==> src/rtl/spi_frame_slave_if.sv <==
// -----------------------------------------------------------------------------
// spi_frame_slave_if
// Bundles the SPI pins, the frame-publish strobe and the parallel frame
// data of the SPI frame slave.
//   slave modport  : sck, cs_b, sdo, latch, d, overrun_clr in;
//                    sdi, q, q_valid, frame_err, overrun out
//   master modport : the mirror image (PIC side / display logic side)
// FRAME_W must equal WORD_W*NWORDS of the attached spi_frame_slave.
// -----------------------------------------------------------------------------
interface spi_frame_slave_if #(
    parameter int FRAME_W = 64
);
    logic               sck;
    logic               cs_b;
    logic               sdo;
    logic               sdi;
    logic               latch;
    logic [FRAME_W-1:0] d;
    logic [FRAME_W-1:0] q;
    logic               q_valid;
    logic               frame_err;
    logic               overrun;
    logic               overrun_clr;

    modport slave (
        input  sck, cs_b, sdo, latch, d, overrun_clr,
        output sdi, q, q_valid, frame_err, overrun
    );

    modport master (
        output sck, cs_b, sdo, latch, d, overrun_clr,
        input  sdi, q, q_valid, frame_err, overrun
    );
endinterface

==> src/rtl/spi_frame_slave.sv <==
// -----------------------------------------------------------------------------
// spi_frame_slave
// SPI slave that oversamples sck/cs_b/sdo/latch on the system clock, shifts a
// FRAME_W-bit frame in (sdo) and out (sdi) MSB first, double-buffers the
// received frame and publishes it on q only on a rising edge of latch.
// Ports:
//   clk    : system clock; sck must be at most clk/8
//   reset  : asynchronous, active-high reset
//   bus    : spi_frame_slave_if.slave
//            sck/cs_b/sdo/latch - asynchronous pins
//            d                  - transmit frame, captured at cs_b fall
//            sdi                - transmit data to PIC
//            q/q_valid          - published frame and one-cycle update pulse
//            frame_err          - one-cycle pulse on an aborted frame
//            overrun            - sticky, frame overwritten before publish
//            overrun_clr        - synchronous clear of overrun
// -----------------------------------------------------------------------------
module spi_frame_slave #(
    parameter int WORD_W      = 32,
    parameter int NWORDS      = 2,
    parameter int SYNC_STAGES = 2,
    parameter int SAMPLE_EDGE = 0
) (
    input  logic             clk,
    input  logic             reset,
    spi_frame_slave_if.slave bus
);
    localparam int FRAME_W = WORD_W * NWORDS;
    localparam int CNT_W   = $clog2(FRAME_W + 1);
    localparam logic [CNT_W-1:0] LAST_BIT = CNT_W'(FRAME_W - 1);

    typedef enum logic [1:0] {
        ST_IDLE   = 2'd0,
        ST_ACTIVE = 2'd1,
        ST_DONE   = 2'd2
    } state_t;

    // Pin vector order: {latch, sdo, cs_b, sck}
    logic [3:0]                   pins_s;
    logic [SYNC_STAGES-1:0][3:0]  sync_q;
    logic [3:0]                   synced_s;
    logic [2:0]                   prev_q;   // {latch, cs_b, sck} one cycle late

    logic sck_s, cs_s, sdo_s, latch_s;
    logic sck_rise_s, sck_fall_s, cs_rise_s, cs_fall_s, latch_rise_s;
    logic sample_edge_s, drive_edge_s;
    logic publish_s, overrun_set_s;

    state_t             state_q;
    logic [CNT_W-1:0]   bit_cnt_q;
    logic [FRAME_W-1:0] tx_sr_q;
    logic [FRAME_W-1:0] rx_sr_q;
    logic [FRAME_W-1:0] rx_buf_q;
    logic               buf_full_q;
    logic               latch_rise_q;
    logic [FRAME_W-1:0] q_q;
    logic               q_valid_q;
    logic               frame_err_q;
    logic               overrun_q;
    logic               sdi_q;

    assign pins_s   = {bus.latch, bus.sdo, bus.cs_b, bus.sck};
    assign synced_s = sync_q[SYNC_STAGES-1];
    assign sck_s    = synced_s[0];
    assign cs_s     = synced_s[1];
    assign sdo_s    = synced_s[2];
    assign latch_s  = synced_s[3];

    assign sck_rise_s   = sck_s   & ~prev_q[0];
    assign sck_fall_s   = ~sck_s  &  prev_q[0];
    assign cs_rise_s    = cs_s    & ~prev_q[1];
    assign cs_fall_s    = ~cs_s   &  prev_q[1];
    assign latch_rise_s = latch_s & ~prev_q[2];

    assign sample_edge_s = (SAMPLE_EDGE == 0) ? sck_fall_s : sck_rise_s;
    assign drive_edge_s  = (SAMPLE_EDGE == 0) ? sck_rise_s : sck_fall_s;

    // A publish needs a registered latch edge and a full buffer; when it lands
    // in the DONE cycle the old frame is taken, so that case is not an overrun.
    assign publish_s     = latch_rise_q & buf_full_q;
    assign overrun_set_s = (state_q == ST_DONE) & buf_full_q & ~latch_rise_q;

    // Input synchronisers and the delayed copies used for edge detection
    always_ff @(posedge clk or posedge reset) begin
        if (reset) begin
            sync_q <= '0;
            prev_q <= 3'b000;
        end else begin
            sync_q <= {sync_q[SYNC_STAGES-2:0], pins_s};
            prev_q <= {latch_s, cs_s, sck_s};
        end
    end

    // Frame state machine, receive buffer, publish path and status flags
    always_ff @(posedge clk or posedge reset) begin
        if (reset) begin
            state_q      <= ST_IDLE;
            bit_cnt_q    <= '0;
            tx_sr_q      <= '0;
            rx_sr_q      <= '0;
            rx_buf_q     <= '0;
            buf_full_q   <= 1'b0;
            latch_rise_q <= 1'b0;
            q_q          <= '0;
            q_valid_q    <= 1'b0;
            frame_err_q  <= 1'b0;
            overrun_q    <= 1'b0;
            sdi_q        <= 1'b0;
        end else begin
            latch_rise_q <= latch_rise_s;
            q_valid_q    <= 1'b0;
            frame_err_q  <= 1'b0;

            if (publish_s) begin
                q_q        <= rx_buf_q;
                q_valid_q  <= 1'b1;
                buf_full_q <= 1'b0;
            end else begin
                q_q <= q_q;
            end

            // Set has priority over a coincident clear
            if (overrun_set_s) begin
                overrun_q <= 1'b1;
            end else if (bus.overrun_clr) begin
                overrun_q <= 1'b0;
            end else begin
                overrun_q <= overrun_q;
            end

            case (state_q)
                ST_IDLE: begin
                    if (cs_fall_s) begin
                        tx_sr_q   <= bus.d;
                        sdi_q     <= bus.d[FRAME_W-1];
                        bit_cnt_q <= '0;
                        rx_sr_q   <= '0;
                        state_q   <= ST_ACTIVE;
                    end else begin
                        state_q <= ST_IDLE;
                    end
                end
                ST_ACTIVE: begin
                    if (sample_edge_s) begin
                        rx_sr_q   <= {rx_sr_q[FRAME_W-2:0], sdo_s};
                        bit_cnt_q <= bit_cnt_q + CNT_W'(1);
                        if (bit_cnt_q == LAST_BIT) begin
                            state_q <= ST_DONE;
                        end else begin
                            state_q <= ST_ACTIVE;
                        end
                    end else if (cs_rise_s) begin
                        frame_err_q <= 1'b1;
                        rx_sr_q     <= '0;
                        state_q     <= ST_IDLE;
                    end else if (drive_edge_s && (bit_cnt_q != '0)) begin
                        // The first bit is already on sdi from the cs_b fall,
                        // so shifting starts only after the first sample.
                        tx_sr_q <= {tx_sr_q[FRAME_W-2:0], 1'b0};
                        sdi_q   <= tx_sr_q[FRAME_W-2];
                    end else begin
                        state_q <= ST_ACTIVE;
                    end
                end
                ST_DONE: begin
                    rx_buf_q   <= rx_sr_q;
                    buf_full_q <= 1'b1;  // overrides a same-cycle publish clear
                    state_q    <= ST_IDLE;
                end
                default: begin
                    state_q <= ST_IDLE;
                end
            endcase
        end
    end

    assign bus.q         = q_q;
    assign bus.q_valid   = q_valid_q;
    assign bus.frame_err = frame_err_q;
    assign bus.overrun   = overrun_q;
    assign bus.sdi       = sdi_q;

endmodule

==> src/flat_wrapper.sv <==
// flat-port wrapper written by rule: the top's interface ports become plain ports
module spi_frame_slave_flat 
#(
    parameter int WORD_W      = 32,
    parameter int NWORDS      = 2,
    parameter int SYNC_STAGES = 2,
    parameter int SAMPLE_EDGE = 0
)
  (clk, reset, bus_sck, bus_cs_b, bus_sdo, bus_latch, bus_d, bus_overrun_clr, bus_sdi, bus_q, bus_q_valid, bus_frame_err, bus_overrun);
  spi_frame_slave_if #(.FRAME_W(64)) bus_i ();
  input  logic clk;
  input  logic reset;
  input wire logic [$bits(bus_i.sck)-1:0] bus_sck;
  input wire logic [$bits(bus_i.cs_b)-1:0] bus_cs_b;
  input wire logic [$bits(bus_i.sdo)-1:0] bus_sdo;
  input wire logic [$bits(bus_i.latch)-1:0] bus_latch;
  input wire logic [$bits(bus_i.d)-1:0] bus_d;
  input wire logic [$bits(bus_i.overrun_clr)-1:0] bus_overrun_clr;
  output wire logic [$bits(bus_i.sdi)-1:0] bus_sdi;
  output wire logic [$bits(bus_i.q)-1:0] bus_q;
  output wire logic [$bits(bus_i.q_valid)-1:0] bus_q_valid;
  output wire logic [$bits(bus_i.frame_err)-1:0] bus_frame_err;
  output wire logic [$bits(bus_i.overrun)-1:0] bus_overrun;
  assign bus_i.sck = bus_sck;
  assign bus_i.cs_b = bus_cs_b;
  assign bus_i.sdo = bus_sdo;
  assign bus_i.latch = bus_latch;
  assign bus_i.d = bus_d;
  assign bus_i.overrun_clr = bus_overrun_clr;
  assign bus_sdi = bus_i.sdi;
  assign bus_q = bus_i.q;
  assign bus_q_valid = bus_i.q_valid;
  assign bus_frame_err = bus_i.frame_err;
  assign bus_overrun = bus_i.overrun;
  spi_frame_slave #(.WORD_W(WORD_W), .NWORDS(NWORDS), .SYNC_STAGES(SYNC_STAGES), .SAMPLE_EDGE(SAMPLE_EDGE)) u_core (.clk(clk), .reset(reset), .bus(bus_i));
endmodule
==> config.mk <==
export PLATFORM = sky130hd
export DESIGN_NAME = spi_frame_slave_flat
export DESIGN_NICKNAME = d
export VERILOG_FILES = /design/src/rtl/spi_frame_slave_if.sv /design/src/rtl/spi_frame_slave.sv /design/src/flat_wrapper.sv
export SDC_FILE = /design/constraint.sdc
export NUM_CORES = 1
export LEC_CHECK = 0
export BUFFER_PORTS_ARGS = -buffer_cell sky130_fd_sc_hd__buf_2
export CAP_MARGIN = 0
export CORE_ASPECT_RATIO = 0.75
export CORE_UTILIZATION = 44
export DETAILED_ROUTE_END_ITERATION = 7
export GPL_ROUTABILITY_DRIVEN = 0
export PLACE_DENSITY_LB_ADDON = 0.2
export SLEW_MARGIN = 20
export SYNTH_ARGS = -nofsm -noshare
export SYNTH_HDL_FRONTEND = slang
export SYNTH_SLANG_ARGS = --single-unit
==> constraint.sdc <==
create_clock -name clk -period 26.3 [get_ports clk]
set_clock_uncertainty 0.1 [all_clocks]
set_input_delay 1.315 -clock clk [delete_from_list [all_inputs] [get_ports clk]]
set_output_delay 1.315 -clock clk [all_outputs]
set_load 0.01 [all_outputs]
Word-level counts from Yosys, hierarchy flattened
Index checks and enable logic that the tools add are counted.

storage, ports and cells
  register bits = 281
  bits in latches = 0
  memory bits (writable) = 0
  memory bits (read-only) = 0
  input port bits = 71
  word-level logic and storage cells = 80
  memories = 0

operators by class
  $add $sub $neg = 1
  $mul = 0
  div/mod/pow operators = 0
  order comparisons = 0
  equal/unequal tests = 10
  shift operators = 0
  mux-type cells = 31
  bitwise logic cells = 14
  reduce and logical (&&, ||, !) cells = 9

operators by type and width
  kind                                                  count
  two-way mux 63 bit                                    4
  two-way mux 64 bit                                    3
  case mux 64 bit (2 select lines)                      1
  case mux 63 bit (2 select lines)                      1
  two-way mux 7 bit                                     2
  case mux 7 bit (2 select lines)                       1
  two-way mux 1 bit                                     13
  bitwise AND 1 bit                                     8
  two-way mux 2 bit                                     4
  adder 7 x 1 -> 7 bit (second input constant)          1
  equality test 7 x 6 -> 1 bit (second input constant)  1
  nonzero test 7 bit                                    1
  != test 2 x 1 -> 1 bit (second input constant)        3
  NOT 1 bit                                             6
  AND reduction 3 bit                                   2
  nonzero test 2 bit                                    3
  AND reduction 5 bit                                   1
  != test 2 bit (second input constant)                 2
  != test 4 x 2 -> 1 bit (second input constant)        1
  case mux 2 bit (2 select lines)                       1
  != test 3 x 1 -> 1 bit (second input constant)        1
  equality test 2 x 1 -> 1 bit (second input constant)  1
  equality test 2 bit (second input constant)           1
  zero test 2 bit                                       1
  other kinds (2)                                       2

Logic depth before layout (Yosys ltp)
Gate-level depths: netlist (run 1).

  depth in word-level cells = 7
  mapped depth = 7
  depth with buffers taken out = 5

Least setup slack after synthesis (run 1)
Ideal clock, no wire load.

  path type = register to output
  start point = reg u_core.sdi_q, in the netlist u_core.bus.sdi
  end point = out bus_sdi
  arrival = 385 ps
  data required time = 24885 ps
  setup slack = 24500 ps
  stages on the path, launching flop included = 1
  buffers on the path = 0
  cell sequence = dfrtp_1

RTL lines
  element                 RTL line                RTL
  start, declared         spi_frame_slave.sv:60   logic sdi_q;
  start signal, assigned  spi_frame_slave.sv:135  sdi_q <= bus.d[FRAME_W-1];
  start signal, assigned  spi_frame_slave.sv:160  sdi_q <= tx_sr_q[FRAME_W-2];
  end, declared           flat_wrapper.sv:19      output wire logic [$bits(bus_i.sdi)-1:0] bus_sdi;

No word-level cell between the ends.

==> results.yml, run 1 <==
floorplanning:
  die_y_um: 138
  die_w_um: 183
  rows: 49
  start_util_pct: 44.9
  die-area_um2: 25100
  core_area_um2: 24000
  num_io_pins: 139
route:
  drt-total-wl_um: 20100
  routed_via_density: 5.24
  highest_layer: "met4"
  wl_met1_um: 9670
  firstDrtPassIters: 4
  dr_wl_met3_um: 736
  vias: 6201
  ant_nets: 0
  wl_met2_um: 9220
  wl_per_cell_um: 17.0
  drc: 0
  drt_iter0_markers: 358
sta:
  setup_ws_ns: 23.26
  slew_viol_final: 0
  slew_headroom_pct: 28.6
  hold_violations: 0
  setup_violations: 0
  timing.hold.ws_ns: 0.251
  fin_crit_ns: 3.04
  worst_slew_pin_slew_ns: 1.07
  tns_ns: 0
  rsz0062_at_grt: "false"
  max_freq_mhz: 329
  min_period_over_period_pct: 11.6
clock_tree:
  ctsHoldBuffers: 0
  htreeDepth: 1
  cts_setup_buffers: 0
  cts_root_buffer: "clkbuf_16"
  cts_buffers: 28
  cts_buffer_depth: 3
  cts_resized: 0
  clock-sinks: 281
  path_clk_slew_ns: 0.06
  clock_latency_ns: 0.53
  cts_tree: "built"
layout:
  drive_gt1_share_pct: 38.9
  antennaDiodeCount: 0
  layout_commonest_cell: "dfrtp_1"
  most-common-layout-cells: "281 x dfrtp_1, 138 x buf_2, 129 x mux2_2, 67 x nand2b_1, 65 x a22o_1"
  final_area_um2: 12700
  final_nets: 904
  syn_to_final_growth_pct: 17.5
  stdcell_count: 1184
  finish.utilization_pct: 52.8
  fill_cells: 1983
worst_setup_path:
  crit_required_ns: 26.78
  rr_startpoint: "u_core.synced_s[1]"
  crit_type: "in2async"
  r2r_slack_ns: 23.49
  r2r_end: "u_core.tx_sr_q[14]"
  crit_path_end_kind: "async pin"
  cp_data_arrival_time_ns: 3.53
  startpoint_type: "input pin"
  reg2reg_depth: 5
  path_max_fanout: 143
yosys:
  synth_seq_area_share_pct: 65.3
  ys_ff_latch: 281
  syn_avg_cell_area_um2: 15.3
  netlist_instances: 705
  yosys_warnings: 0
  syn-num-nets: 778
  synth.distinct_cells: 31
  syn_area_um2: 10800
run:
  maxCapViolations: 0
placement:
  place_area_um2: 11700
  dpl.cell_count: 1132
  port_buffers: 138
  dpl.hpwl_um: 12200
  pre_cts_ws_ns: 22.23
global_routing:
  grt_first_pass_wirelength_um: 33000
  grt_max_degree: 144
  first_global_vias: 6304
  antenna_found_initial: 0
  overflow: 0
  grt_usage_pct: 16.2
worst_hold_path:
  hold_start: "u_core.sync_q[2]"
  hp-class: "reg2reg"
  hold_depth: 0
  min_to: "u_core.synced_s[2]"
pwr:
  power_density_nw_per_um2: 77.5
  internal-power_mw: 0.756
  seqPwrFrac_pct: 50.7
  swShare_pct: 22.9
  comb_power_share_pct: 7.9
  power.switching_mw: 0.225
  p_leak_nw: 6.26
  clockPowerShare_pct: 41.5
  vdd_drop_max_v: 0.0000439
  total_power_mw: 0.981
status:
  status: "complete, no violations"
## layout make-up
cell class	count	area (µm²)	share of cell area (%)
sequential	281	7030	55.5
tap	331	414	3.27
clock buffer	37	806	6.36
inverter	8	37.5	0.297
multi-input combinational	367	3470	27.4
clock inverter	15	158	1.25
timing repair buffer	145	747	5.90
## synthesized netlist by cell type, drive strengths merged
master	count	area, µm²
a22o	65	569
a311o	1	10.0
a311oi	1	8.76
a41o	1	10.0
and3	2	12.5
and4bb	1	12.5
buf	32	201
clkbuf	17	63.8
dfrtp	281	7030
ha	2	25.0
inv	8	30.0
mux2	129	1450
nand2	4	15.0
nand2b	68	425
nand3	2	10.0
nand3b	1	7.51
nand4	4	31.3
nor2	7	26.3
nor2b	4	25.0
nor3	2	15.0
nor4	2	18.8
o21ai	1	5.00
o21bai	1	7.51
o221a	63	709
o22ai	1	6.26
xor2	5	43.8
## power groups by stage
stage / clock network (mW) / logic [mW] / registers [mW]
2_1_floorplan: 0 / 0.0628 / 0.496
3_3_place_gp: 0 / 0.0737 / 0.502
3_5_place_dp: 0 / 0.0788 / 0.503
4_1_cts: 0.417 / 0.0791 / 0.496
5_1_grt: 0.434 / 0.0865 / 0.501
6_report: 0.406 / 0.0773 / 0.497
## critical path: stages
cell and delay, ns:
buf_2 0.13, inv_8 0.64, buf_6 0.66, buf_4 0.67
## metal layers
metal | vias up | global-route usage [%]
li1 | 2856 | -
met1 | 3192 | 23.9
met2 | 114 | 24.6
met3 | 39 | 2.64
met4 | 0 | 4.72
met5 | - | 0
## registers in the layout, indices dropped and copies added (netlist names), 2 cells and up
name              cells
u_core.rx_sr_q       64
u_core.bit_cnt_q      7
u_core.tx_sr_q       63
u_core.state_q        2
u_core.rx_buf_q      64
u_core.synced_s       4
u_core.bus.q         64
u_core.prev_q         3
u_core.sync_q         4
## kinds of logic after synthesis
kind of cell / count (synthesis) / share of synthesized area (%)
flops: 281 / 65.3
simple gates: 97 / 5.56
fa+ha+maj: 2 / 0.232
mux: 129 / 13.5
buf+inv: 57 / 2.74
compound gates: 134 / 12.3
xor+xnor: 5 / 0.406
## how the worst max path moves through the flow
stage / startpoint / endpoint / slack, ns / cells past startpoint
after floorplan: reset / u_core.bit_cnt_q[0] / 17.13 / 1
after global placement: reset / u_core.tx_sr_q[14] / 22.37 / 4
after detailed placement: reset / u_core.tx_sr_q[14] / 22.23 / 4
after CTS: reset / u_core.tx_sr_q[14] / 22.80 / 4
after global routing: reset / u_core.bus.sdi / 22.85 / 4
final: reset / u_core.bus.frame_err / 23.26 / 4
Power figures use the tool's default switching activity.
==> run 2: changes to the inputs <==
clock period = 2.9 ns   (was 26.3 ns; I/O delays follow)
==> run 2 against run 1 <==
Net effect:
- combinational power grew to 10 times the previous value
- via count rose by 6.1%
- largest cell class unchanged
- first-iteration DRC count shrank 16%
==> results.yml, run 2 (synthesis gave the netlist of run 1 again) <==
sta:
  worst_slew_pin_slew_ns: 0.918
  min_period_over_period_pct: 85.4
  setup_violations: 0
  slew_viol_final: 0
  max_freq_mhz: 404
  rsz0062_at_grt: "false"
  tns_ns: 0
  hold_violations: 0
  fin_crit_ns: 2.48
  setup_ws_ns: 0.422
  slew_headroom_pct: 38.8
clock_tree:
  cts_root_buffer: "clkbuf_16"
  cts_buffers: 28
  clock_latency_ns: 0.53
  path_clk_slew_ns: 0.06
  cts_tree: "built"
  cts_buffer_depth: 3
  htreeDepth: 1
  clock-sinks: 281
  cts_setup_buffers: 0
layout:
  antennaDiodeCount: 0
  final_nets: 978
  drive_gt1_share_pct: 35.7
  most-common-layout-cells: "281 x dfrtp_1, 138 x buf_2, 129 x mux2_2, 70 x dlygate4sd3_1, 67 x nand2b_1"
  final_area_um2: 13400
  syn_to_final_growth_pct: 24.7
  layout_commonest_cell: "dfrtp_1"
route:
  drc: 0
  drt_iter0_markers: 302
  firstDrtPassIters: 5
  wl_per_cell_um: 16.6
  ant_nets: 0
  drt-total-wl_um: 20800
  routed_via_density: 5.24
  vias: 6579
worst_setup_path:
  crit_type: "reg2reg"
  cp_cell_sequence: "nand2b_1 -> nor2b_1 -> nand4_2 -> buf_12 -> o221a_1"
  crit_required_ns: 3.20
  reg2reg_depth: 5
  path_max_fanout: 37
  cp_top_family: "simple AND/OR/NAND/NOR gates"
  r2r_slack_ns: 0.42
  slowest_stage: "nand4_2"
  r2r_end: "u_core.tx_sr_q[45]"
  startpoint_type: "register"
  cp_data_arrival_time_ns: 2.78
  crit_path_end_kind: "register"
  slowest_delay_ns: 0.62
  rr_startpoint: "u_core.state_q[1]"
  worstPathBufferInverterCount: 1
global_routing:
  first_global_vias: 6509
  grt_first_pass_wirelength_um: 34200
  antenna_found_initial: 0
  grt_max_degree: 87
  grt_usage_pct: 16.8
  overflow: 0
floorplanning:
  die_w_um: 183
  start_util_pct: 44.9
  num_io_pins: 139
  core_area_um2: 24000
  die-area_um2: 25100
  rows: 49
  die_y_um: 138
placement:
  pre_cts_ws_ns: 0.462
  dpl.hpwl_um: 12400
  port_buffers: 138
  place_area_um2: 11800
pwr:
  p_leak_nw: 6.58
  vdd_drop_max_v: 0.000476
  power_density_nw_per_um2: 662
status:
  status: "complete, no violations"
worst_hold_path:
  hp-class: "in2async"
run:
  maxCapViolations: 0
-- run 2: cell count changes in the layout (fill, tap and decap cells not counted), moves of 2 or more --
cell / delta
buf_12: +7
dlygate4sd3_1: +70
clkinv_2: -4
clkbuf_1: +3
buf_4: -2
-- run 2: worst max-delay path by stage --
stage / startpoint / to / slack, ns / cells after the start
2_1_floorplan: reset / u_core.bit_cnt_q[0] / -1.07 / 1
3_3_place_gp: u_core.state_q[1] / u_core.tx_sr_q[41] / 0.57 / 5
3_5_place_dp: u_core.state_q[1] / u_core.tx_sr_q[45] / 0.46 / 5
4_1_cts: u_core.state_q[1] / u_core.tx_sr_q[57] / 0.45 / 5
5_1_grt: u_core.state_q[1] / u_core.tx_sr_q[57] / 0.23 / 5
6_report: u_core.state_q[1] / u_core.tx_sr_q[45] / 0.42 / 5
-- run 2: metrics by stage --
stage / utilization (%) / cells / hold WS, ns / total power [mW]
floorplan: - / 705 / 0.0764 / 5.07
global placement: 49.2 / 1135 / 0.146 / 5.23
detailed placement: 49.3 / 1136 / 0.158 / 5.30
CTS: 56.0 / 1255 / 0.135 / 9.01
global route: 56.0 / 1255 / 0.144 / 9.28
finish: 56.0 / 1255 / 0.152 / 8.89
-- run 2: layout make-up --
type	instances	area [µm²]
fillers	1919	10500
flip-flops and latches	281	7030
inverters	8	33.8
clock inverters	8	90.1
repair buffers	219	1560
well taps	331	414
multi-input cells	367	3470
clock buffers	41	831
-- run 2: power breakdown --
group          switching (mW)  total, mW  internal (mW)
combinational           0.362      0.800          0.438
sequential              0.234       4.51           4.28
clock                    1.43       3.58           2.15
-- run 2: worst reg2reg max path: stages (launching register included) --
cell and delay (ns):
dfrtp_1 0.46, nand2b_1 0.24, nor2b_1 0.22, nand4_2 0.62, buf_12 0.44, o221a_1 0.28
-- run 2: what timing repair did --
item,4_1_cts,5_1_grt
endpoints found under the hold margin,91,0
hold buffers,70,0
gates resized for setup,0,0
-- run 2: per-layer routing --
layer	up-vias	global-route usage, %	wire, µm
li1	3006	-	-
met2	122	25.5	9550
met5	-	0	0
met1	3420	25.2	10100
met3	31	2.83	822
met4	0	3.83	401
==> run 3: changes to the inputs <==
HOLD_SLACK_MARGIN = 0.08   (was default)
SKIP_CTS_REPAIR_TIMING = 1   (was default)
clock period = 2.45 ns   (was 2.9 ns; I/O delays follow)
==> run 3 against run 2 <==
Net effect:
- cell count is 0.40% higher
- clock power is 11% higher
- sequential power grew 18%
- maximum frequency is 14% higher
- non-clock buffer count up 5
- critical endpoint is now u_core.rx_sr_q[46]
- setup slack got worse by 0.14 ns
- design area fell by 0.22%
==> results.yml, run 3 (synthesis gave the netlist of run 1 again) <==
layout:
  layout_commonest_cell: "dfrtp_1"
  stdcell_count: 1260
  antennaDiodeCount: 0
  syn_to_final_growth_pct: 24.4
  final_nets: 982
  most-common-layout-cells: "281 x dfrtp_1, 138 x buf_2, 129 x mux2_2, 70 x dlygate4sd3_1, 67 x nand2b_1"
  drive_gt1_share_pct: 35.8
  finish.utilization_pct: 55.9
  final_area_um2: 13400
route:
  ant_nets: 0
  routed_via_density: 5.20
  wl_per_cell_um: 16.7
  vias: 6548
  drc: 0
  firstDrtPassIters: 5
  drt-total-wl_um: 21100
  drt_iter0_markers: 413
global_routing:
  antenna_found_initial: 0
  grt_max_degree: 71
  overflow: 0
  grt_first_pass_wirelength_um: 33600
  first_global_vias: 6318
  grt_usage_pct: 16.5
worst_hold_path:
  hold_start: "bus_latch"
  hp-class: "in2reg"
  min_to: "u_core.sync_q[3]"
  hold_depth: 2
clock_tree:
  cts_buffer_depth: 3
  path_clk_slew_ns: 0.06
  clock_latency_ns: 0.53
  clock-sinks: 281
  cts_buffers: 27
  cts_root_buffer: "clkbuf_16"
  htreeDepth: 1
  cts_tree: "built"
sta:
  rsz0062_at_grt: "false"
  slew_headroom_pct: 52.3
  fin_crit_ns: 2.17
  hold_violations: 0
  max_freq_mhz: 461
  setup_ws_ns: 0.279
  slew_viol_final: 0
  worst_slew_pin_slew_ns: 0.714
  min_period_over_period_pct: 88.6
  setup_violations: 0
placement:
  dpl.cell_count: 1141
  pre_cts_ws_ns: 0.0154
  place_area_um2: 11800
  port_buffers: 138
  dpl.hpwl_um: 12900
pwr:
  power_density_nw_per_um2: 765
  swShare_pct: 23.5
  total_power_mw: 10.3
  internal-power_mw: 7.85
  power.switching_mw: 2.40
  clockPowerShare_pct: 38.8
  vdd_drop_max_v: 0.000499
  p_leak_nw: 6.56
  comb_power_share_pct: 9.1
  seqPwrFrac_pct: 52.1
worst_setup_path:
  startpoint_type: "register"
  path_max_fanout: 24
  crit_path_end_kind: "register"
  crit_required_ns: 2.76
  r2r_slack_ns: 0.28
  reg2reg_depth: 5
  rr_startpoint: "u_core.synced_s[0]"
  crit_type: "reg2reg"
  r2r_end: "u_core.rx_sr_q[46]"
  cp_data_arrival_time_ns: 2.48
floorplanning:
  die-area_um2: 25100
  die_y_um: 138
  die_w_um: 183
  rows: 49
  core_area_um2: 24000
  start_util_pct: 44.9
  num_io_pins: 139
status:
  status: "complete, no violations"
run:
  maxCapViolations: 0
run 3: changes by cell type in the layout (fill, tap and decap cells not counted):
cell        previous run  this run
clkinv_2               6         3
a41o_2                 1         0
clkinv_4               0         1
clkbuf_16             29        27
bufinv_16              2         0
clkbuf_1               6         8
buf_12                 7         6
buf_4                  4        10
clkbuf_8               6         8
a41o_4                 0         1
inv_6                  0         1
clkinvlp_4             1         2
run 3: through the flow:
step | hold slack (ns) | setup TNS, ns
after floorplan | 0.0539 | -419.76
after CTS | -0.429 | 0
final | 0.137 | 0
after global routing | 0.119 | 0
after detailed placement | 0.134 | 0
after global placement | 0.132 | 0
run 3: layer usage:
metal	wire, µm	global-route usage, %	part of all wire, %
met2	9590	25.4	46
met4	446	4.20	2.1
met3	783	3.07	3.7
met1	10200	24.3	49
met5	0	0	0
run 3: layout make-up:
cell class | count | area (µm²)
Tap cell | 331 | 414
Inverter | 8 | 33.8
Sequential cell | 281 | 7030
Multi-Input combinational cell | 367 | 3480
Clock buffer | 43 | 816
Timing Repair Buffer | 224 | 1590
Clock inverter | 6 | 40.0
Fill cell | 1926 | 10600
run 3: worst max-delay path: stages, from the launching register on:
cell and delay [ns]:
dfrtp_1 0.44, nor2b_1 0.29, inv_1 0.11, a311o_2 0.58
buf_4 0.31, a22o_1 0.21
run 3: how the worst max path moves through the flow:
| stage | from | end | cells after the start |
|---|---|---|---|
| 6_report | u_core.synced_s[0] | u_core.rx_sr_q[46] | 5 |
| 5_1_grt | u_core.synced_s[0] | u_core.rx_sr_q[50] | 5 |
| 4_1_cts | u_core.state_q[1] | u_core.tx_sr_q[61] | 4 |
| 3_5_place_dp | u_core.state_q[1] | u_core.tx_sr_q[61] | 4 |
| 3_3_place_gp | u_core.state_q[1] | u_core.tx_sr_q[55] | 4 |
| 2_1_floorplan | reset | u_core.bit_cnt_q[0] | 1 |
run 3: power by group through the flow:
stage | Clock, mW | Sequential [mW] | Combinational, mW
6_report | 3.98 | 5.34 | 0.938
5_1_grt | 4.29 | 5.38 | 1.04
4_1_cts | 4.11 | 5.33 | 0.861
3_5_place_dp | 0 | 5.40 | 0.870
3_3_place_gp | 0 | 5.39 | 0.805
2_1_floorplan | 0 | 5.32 | 0.674
